<file path="config.mk">
export PLATFORM = sky130hd
export DESIGN_NAME = lock_seq_ctrl
export DESIGN_NICKNAME = d
export VERILOG_FILES = /design/src/rtl/lock_seq_ctrl.sv
export SDC_FILE = /design/constraint.sdc
export NUM_CORES = 1
export LEC_CHECK = 0
export BUFFER_PORTS_ARGS = -buffer_cell sky130_fd_sc_hd__buf_2
export CAP_MARGIN = 0
export CORE_ASPECT_RATIO = 0.5
export CORE_MARGIN = 2
export CORE_UTILIZATION = 40
export DETAILED_ROUTE_END_ITERATION = 10
export PLACE_DENSITY = 0.59
export SLEW_MARGIN = 10
export SYNTH_ARGS = -nofsm -noshare
export SYNTH_HDL_FRONTEND = slang
export SYNTH_SLANG_ARGS = --single-unit
</file>
<file path="constraint.sdc">
create_clock -name clk -period 5.4 [get_ports clk]
set_input_delay 1.62 -clock clk [delete_from_list [all_inputs] [get_ports clk]]
set_output_delay 1.62 -clock clk [all_outputs]
set_load 0.03 [all_outputs]
</file>
<file path="src/rtl/lock_seq_ctrl.sv">
// -----------------------------------------------------------------------------
// lock_seq_ctrl
//   Sequencing controller for the switch-based combination lock. It takes
//   debounced, edge-detected strobes and compares an N-digit code against a
//   stored password. It counts consecutive failed attempts and enforces a
//   timed lockout, which it counts down in BCD for the 7-segment scanner. It
//   also reprograms the password while the lock is open.
//
//   Strobe semantics: every *_stb input and tick is a single-cycle pulse that
//   is consumed at the posedge where it is high. There is no back-pressure.
//   A strobe that the current state does not use is simply dropped.
//
// Ports
//   clk         in   1       system clock, all logic on posedge
//   rst_n       in   1       synchronous reset, active-low
//   digit_stb   in   1       take code_in as the next digit
//   submit_stb  in   1       end entry and evaluate it
//   prog_stb    in   1       start password reprogramming (UNLOCKED only)
//   logout_stb  in   1       relock, or abort programming
//   tick        in   1       time-base pulse used by the lockout countdown
//   code_in     in   CODE_W  digit value from the switches
//   state       out  3       IDLE=0 ENTRY=1 UNLOCKED=2 PROG=3 LOCKOUT=4
//   unlocked    out  1       high in UNLOCKED or PROG
//   err_cnt     out  2       consecutive failures since last success/lockout
//   digit_cnt   out  2       digits taken in the current entry/program
//   cd_bcd      out  12      lockout remaining {hund,tens,ones}; 0 otherwise
//   ok_pulse    out  1       one-cycle pulse on a successful submit
//   fail_pulse  out  1       one-cycle pulse on a failed submit
// -----------------------------------------------------------------------------
module lock_seq_ctrl #(
  parameter int          CODE_W   = 7,
  parameter int          N_DIGITS = 3,
  parameter int          MAX_ERR  = 3,
  parameter logic [11:0] LOCK_BCD = 12'h600
) (
  input  logic              clk,
  input  logic              rst_n,
  input  logic              digit_stb,
  input  logic              submit_stb,
  input  logic              prog_stb,
  input  logic              logout_stb,
  input  logic              tick,
  input  logic [CODE_W-1:0] code_in,
  output logic [2:0]        state,
  output logic              unlocked,
  output logic [1:0]        err_cnt,
  output logic [1:0]        digit_cnt,
  output logic [11:0]       cd_bcd,
  output logic              ok_pulse,
  output logic              fail_pulse
);

  typedef enum logic [2:0] {
    S_IDLE     = 3'd0,
    S_ENTRY    = 3'd1,
    S_UNLOCKED = 3'd2,
    S_PROG     = 3'd3,
    S_LOCKOUT  = 3'd4
  } state_e;

  localparam logic [1:0] N_DIG_C    = 2'(N_DIGITS);
  localparam logic [1:0] LAST_DIGIT = 2'(N_DIGITS - 1);
  localparam logic [2:0] MAX_ERR_C  = 3'(MAX_ERR);

  state_e            state_q, state_d;
  logic [CODE_W-1:0] pwd_q    [N_DIGITS];
  logic [CODE_W-1:0] pwd_d    [N_DIGITS];
  logic [CODE_W-1:0] shadow_q [N_DIGITS];
  logic [CODE_W-1:0] shadow_d [N_DIGITS];
  logic [1:0]        err_q, err_d;
  logic [1:0]        dcnt_q, dcnt_d;
  logic              match_q, match_d;
  logic [11:0]       cd_q, cd_d;
  logic              unl_q, unl_d;
  logic              ok_q, ok_d;
  logic              fail_q, fail_d;

  // Three-digit BCD decrement with borrow. Never called with 0x000 because
  // the countdown leaves LOCKOUT on the tick that would reach zero.
  function automatic logic [11:0] bcd_dec(input logic [11:0] v);
    logic [3:0] ones;
    logic [3:0] tens;
    logic [3:0] hund;
    logic       b_ones;
    logic       b_tens;
    ones   = v[3:0];
    tens   = v[7:4];
    hund   = v[11:8];
    b_ones = (ones == 4'd0);
    b_tens = b_ones && (tens == 4'd0);
    ones   = b_ones ? 4'd9 : ones - 4'd1;
    if (b_ones) begin
      tens = (tens == 4'd0) ? 4'd9 : tens - 4'd1;
    end
    if (b_tens) begin
      hund = hund - 4'd1;
    end
    return {hund, tens, ones};
  endfunction

  // ---------------------------------------------------------------------------
  // Next-state and output logic
  // ---------------------------------------------------------------------------
  always_comb begin
    state_d  = state_q;
    pwd_d    = pwd_q;
    shadow_d = shadow_q;
    err_d    = err_q;
    dcnt_d   = dcnt_q;
    match_d  = match_q;
    cd_d     = cd_q;
    ok_d     = 1'b0;
    fail_d   = 1'b0;

    case (state_q)
      S_IDLE: begin
        // The first digit both opens the entry and is compared as digit 0.
        if (digit_stb) begin
          state_d = S_ENTRY;
          match_d = match_q && (code_in == pwd_q[0]);
          dcnt_d  = 2'd1;
        end
      end

      S_ENTRY: begin
        // Submit has priority; a digit arriving in the same cycle is lost.
        if (submit_stb) begin
          dcnt_d  = 2'd0;
          match_d = 1'b1;
          if (match_q && (dcnt_q == N_DIG_C)) begin
            state_d = S_UNLOCKED;
            err_d   = 2'd0;
            ok_d    = 1'b1;
          end else begin
            fail_d = 1'b1;
            // Widened compare so err_cnt+1 never wraps.
            if (({1'b0, err_q} + 3'd1) == MAX_ERR_C) begin
              state_d = S_LOCKOUT;
              err_d   = 2'd0;
              cd_d    = LOCK_BCD;
            end else begin
              state_d = S_IDLE;
              err_d   = err_q + 2'd1;
            end
          end
        end else if (digit_stb) begin
          if (dcnt_q < N_DIG_C) begin
            match_d = match_q && (code_in == pwd_q[dcnt_q]);
            dcnt_d  = dcnt_q + 2'd1;
          end else begin
            // Overlong entry: poison the attempt, counter stays at N_DIGITS.
            match_d = 1'b0;
          end
        end
      end

      S_UNLOCKED: begin
        if (logout_stb) begin
          state_d = S_IDLE;
        end else if (prog_stb) begin
          state_d = S_PROG;
          dcnt_d  = 2'd0;
        end
      end

      S_PROG: begin
        if (logout_stb) begin
          // Abort: the live password is untouched, staged digits are dropped.
          state_d = S_IDLE;
          dcnt_d  = 2'd0;
        end else if (digit_stb) begin
          shadow_d[dcnt_q] = code_in;
          if (dcnt_q == LAST_DIGIT) begin
            // Commit the staged digits plus this one in a single edge so the
            // password is never half-updated.
            pwd_d   = shadow_d;
            state_d = S_UNLOCKED;
            dcnt_d  = 2'd0;
          end else begin
            dcnt_d = dcnt_q + 2'd1;
          end
        end
      end

      S_LOCKOUT: begin
        if (tick) begin
          if (cd_q == 12'h001) begin
            cd_d    = 12'h000;
            state_d = S_IDLE;
          end else begin
            cd_d = bcd_dec(cd_q);
          end
        end
      end

      default: begin
        state_d = S_IDLE;
        dcnt_d  = 2'd0;
        match_d = 1'b1;
        cd_d    = 12'h000;
      end
    endcase

    // Registered from the next state so it lines up with the state output.
    unl_d = (state_d == S_UNLOCKED) || (state_d == S_PROG);
  end

  // ---------------------------------------------------------------------------
  // State registers
  // ---------------------------------------------------------------------------
  always_ff @(posedge clk) begin
    if (!rst_n) begin
      state_q <= S_IDLE;
      for (int i = 0; i < N_DIGITS; i++) begin
        pwd_q[i]    <= '0;
        shadow_q[i] <= '0;
      end
      err_q   <= 2'd0;
      dcnt_q  <= 2'd0;
      match_q <= 1'b1;
      cd_q    <= 12'h000;
      unl_q   <= 1'b0;
      ok_q    <= 1'b0;
      fail_q  <= 1'b0;
    end else begin
      state_q  <= state_d;
      pwd_q    <= pwd_d;
      shadow_q <= shadow_d;
      err_q    <= err_d;
      dcnt_q   <= dcnt_d;
      match_q  <= match_d;
      cd_q     <= cd_d;
      unl_q    <= unl_d;
      ok_q     <= ok_d;
      fail_q   <= fail_d;
    end
  end

  assign state      = state_q;
  assign unlocked   = unl_q;
  assign err_cnt    = err_q;
  assign digit_cnt  = dcnt_q;
  assign cd_bcd     = cd_q;
  assign ok_pulse   = ok_q;
  assign fail_pulse = fail_q;

endmodule

</file>
==> impl_results.md <==
* Status: completed
* Worst-path clk slew at 50 ps
* Post-synth ARST share at 0%
* Worst-margin pin slew at 1177 ps
* P&R area growth vs syn at 16.90%
* DRC errors left at 0
* CP max FO at 35
* Fill count at 724
* Via count at between 2000 and 3000
* FF-to-FF End: pwd_q[19]
* WP data required at between 5000 and 6000 ps
* Setup crit start: logout_stb
* Number of CTS-inserted buffers at 9
* Largest net degree at the start of global routing at 49
* Post-synth EDFFs at 0
* Final setup fails at 0
* FF-to-FF path depth at 5
* #FFs+latches synth at 58
* Arrival time at the worst endpoint at approximately 3700 ps
* Initial antenna violation count at 0
* Skew final at about 4.8 ps
* Tmin final at ~3400 ps
* Die Ht at 66.94 microns
* Hold WC Path Type: reg -> reg
* Remaining Overflow, GRT at 0
* H-tree lvl count at 3
* ANT cells at 0
* Post-CTS Setup Inserts at 0
* RSZ-0062 raised after global routing: no
* Vias per inst at about 5.3
* Gate Count Post-Synth at between 300 and 400
* CTS tree: done
* Ports at 36
* Clk root buf: clkbuf_16
* Bufs on Longest Clock Path at 2
* Die width at 129.9 microns
* Hold path endpoint: pwd_q[2]
* Detailed-placement wirelength estimate at 4806 microns
* Syn_nets at 402
* PwrDens at 319.4 mW/mm^2
* Final number of hold-violating endpoints at 0
* Port bufs at 35
* First-pass GRT wire length at ~12000 microns
* Tcrit/Tclk final at 63.24%
* R2r startpoint: state[1]
* Placer congestion estimate at between 0.8 and 0.9
* Hold Crit Depth at 2
* MaxCap Viol Count at 0
* R2r setup slk at 2740 ps
* Final TNS setup at 0 ps
* DRT Wirelength at 7129 microns
* Fmax at ~0.3 GHz
* Synthesized cell area at 0.003169 sq mm
* Worst VDD drop at around 0.15 mV
* FF+latch area at 0.001161 sq mm
* CP endpoint kind: flop
* Min-delay src: pwd_q[2]
* Mean post-synth cell area at 8.429 sq um
* Resize count post-CTS at 0
* Vias in the first global route at around 2600
* Cell variety after synth at between 50 and 60
* Starting Density at 42.17%
* Num rows at 22
* LEAKAGE at 1.479 nW
* 1st-pass router iterations at 4
* WS Path Type: in -> reg
* GRT Util Overall at 18.17%
* Final core utilization at 49.30%
* Initial drt markers at 140
* Slew Viols, Final at 0
* Multi-input gate area in the final layout at 0.001841 sq mm
* Post-synthesis sequential area ratio at 36.64%
* Die Area at roughly 0.0087 sq mm
* Post-route ant nets at 0
* Clock Sinks at 58
* Clk_lat worst skew at 330 ps
* Share of layout cells above drive strength 1 at ~15%
* Final #Nets at 418
* Ys flop type: dfxtp_1
* Warnings, synthesis at 0
* Hold-fix buffers, CTS at 0
* Crit start category: input port
* Core footprint at about 0.0075 sq mm
* Slew headroom at between 20% and 30%
* WL/cell at 14.12 microns
[cell usage after synthesis (all sizes together), types with 8 or more instances]
| cell | instances | share of area, % |
|---|---|---|
| nand2 | 24 | 2.8 |
| o21ai | 17 | 2.8 |
| clkbuf | 23 | 2.7 |
| nand3 | 8 | 1.3 |
| dfxtp | 58 | 37 |
| a211oi | 14 | 3.3 |
| a21oi | 29 | 4.6 |
| nor3 | 11 | 1.9 |
| xnor2 | 14 | 3.9 |
| nor2 | 45 | 5.3 |
| ha | 12 | 4.7 |
| inv | 13 | 1.5 |
| mux2i | 36 | 11 |
[cells in the final DEF (no fill, tap or decap), types with 2 or more instances in the layout]
master / count
a311oi_1: 2
a22oi_1: 3
nor3_1: 10
ha_1: 12
nand2_1: 24
bufinv_16: 3
or4_1: 2
nor2_1: 45
nand4_1: 6
o21a_1: 2
nor2b_1: 3
nand3_1: 8
o22ai_1: 2
inv_1: 12
or2_2: 3
clkinv_4: 2
buf_2: 35
clkbuf_16: 9
xnor2_1: 14
dfxtp_1: 58
a211oi_1: 14
nand2b_1: 5
and3_1: 2
a21oi_1: 29
nor3b_1: 2
o21ai_0: 16
or3b_2: 2
mux2i_1: 36
o211ai_1: 2
nand3b_1: 7
nor4_1: 2
[power by group]
| group | leakage [nW] | internal, mW | switching, mW |
|---|---|---|---|
| clock network | 0.163 | 0.452 | 0.204 |
| logic | 0.848 | 0.0329 | 0.0497 |
| registers | 0.468 | 0.432 | 0.0123 |
[through the flow]
step	setup slack [ps]	cell area (sq um)	power (mW)	hold WS (ps)	instances
2_1_floorplan	2383	3169	0.5146	436.4	376
3_3_place_gp	1812	3361	0.5350	441.8	489
3_5_place_dp	1653	3361	0.5365	447.9	489
4_1_cts	1988	3705	1.200	454.9	505
5_1_grt	1717	3705	1.224	475.7	505
6_report	1985	3705	1.183	456.4	505
[metal layers]
metal | share of wire, % | wire length (microns) | global-route usage, % | vias to the layer above
met3 | 3.8 | 274 | 5.622 | 9
met4 | 1.5 | 108 | 9.140 | 0
met1 | 50 | 3583 | 22.59 | 1248
met5 | 0 | 0 | 0 | -
li1 | - | - | - | 1362
met2 | 44 | 3163 | 28.66 | 54
[registers in the layout, indices dropped and copies added (netlist names)]
| signal | count |
|---|---|
| digit_cnt | 2 |
| cd_bcd | 12 |
| fail_pulse | 1 |
| match_q | 1 |
| shadow_q | 14 |
| pwd_q | 21 |
| ok_pulse | 1 |
| err_cnt | 2 |
| unlocked | 1 |
| state | 3 |
[critical path: stages]
cell and delay, ps:
buf_2 110, nor3b_1 300, and2_1 300, and3_1 970, nor2_1 100, a211oi_1 240
[cells by family (layout without fill, tap and decap cells)]
group,count (synthesis),count (layout),synth area share (%)
compound gates,85,85,17.77
xor+xnor,14,14,3.869
fa+ha+maj,12,12,4.737
buf+inv,43,64,5.290
flops,58,58,36.64
mux,36,36,11.37
simple gates,128,128,20.33
[how the worst max path moves through the flow]
stage	to	slack (ps)	depth (start not counted)
after floorplan	pwd_q[10]	2380	7
after global placement	pwd_q[16]	1810	6
after detailed placement	pwd_q[14]	1650	6
after CTS	pwd_q[14]	1990	6
after global routing	pwd_q[13]	1720	6
final	pwd_q[19]	1990	6
[area by class of cell]
type,instances,area share (%)
clock buffer,10,6.180
inverter,13,1.317
multi-input combinational,275,49.68
sequential,58,31.34
tap,108,3.647
timing repair buffer,35,4.728
clock inverter,6,3.107
Note: power is estimated with default switching activity, not from simulation.
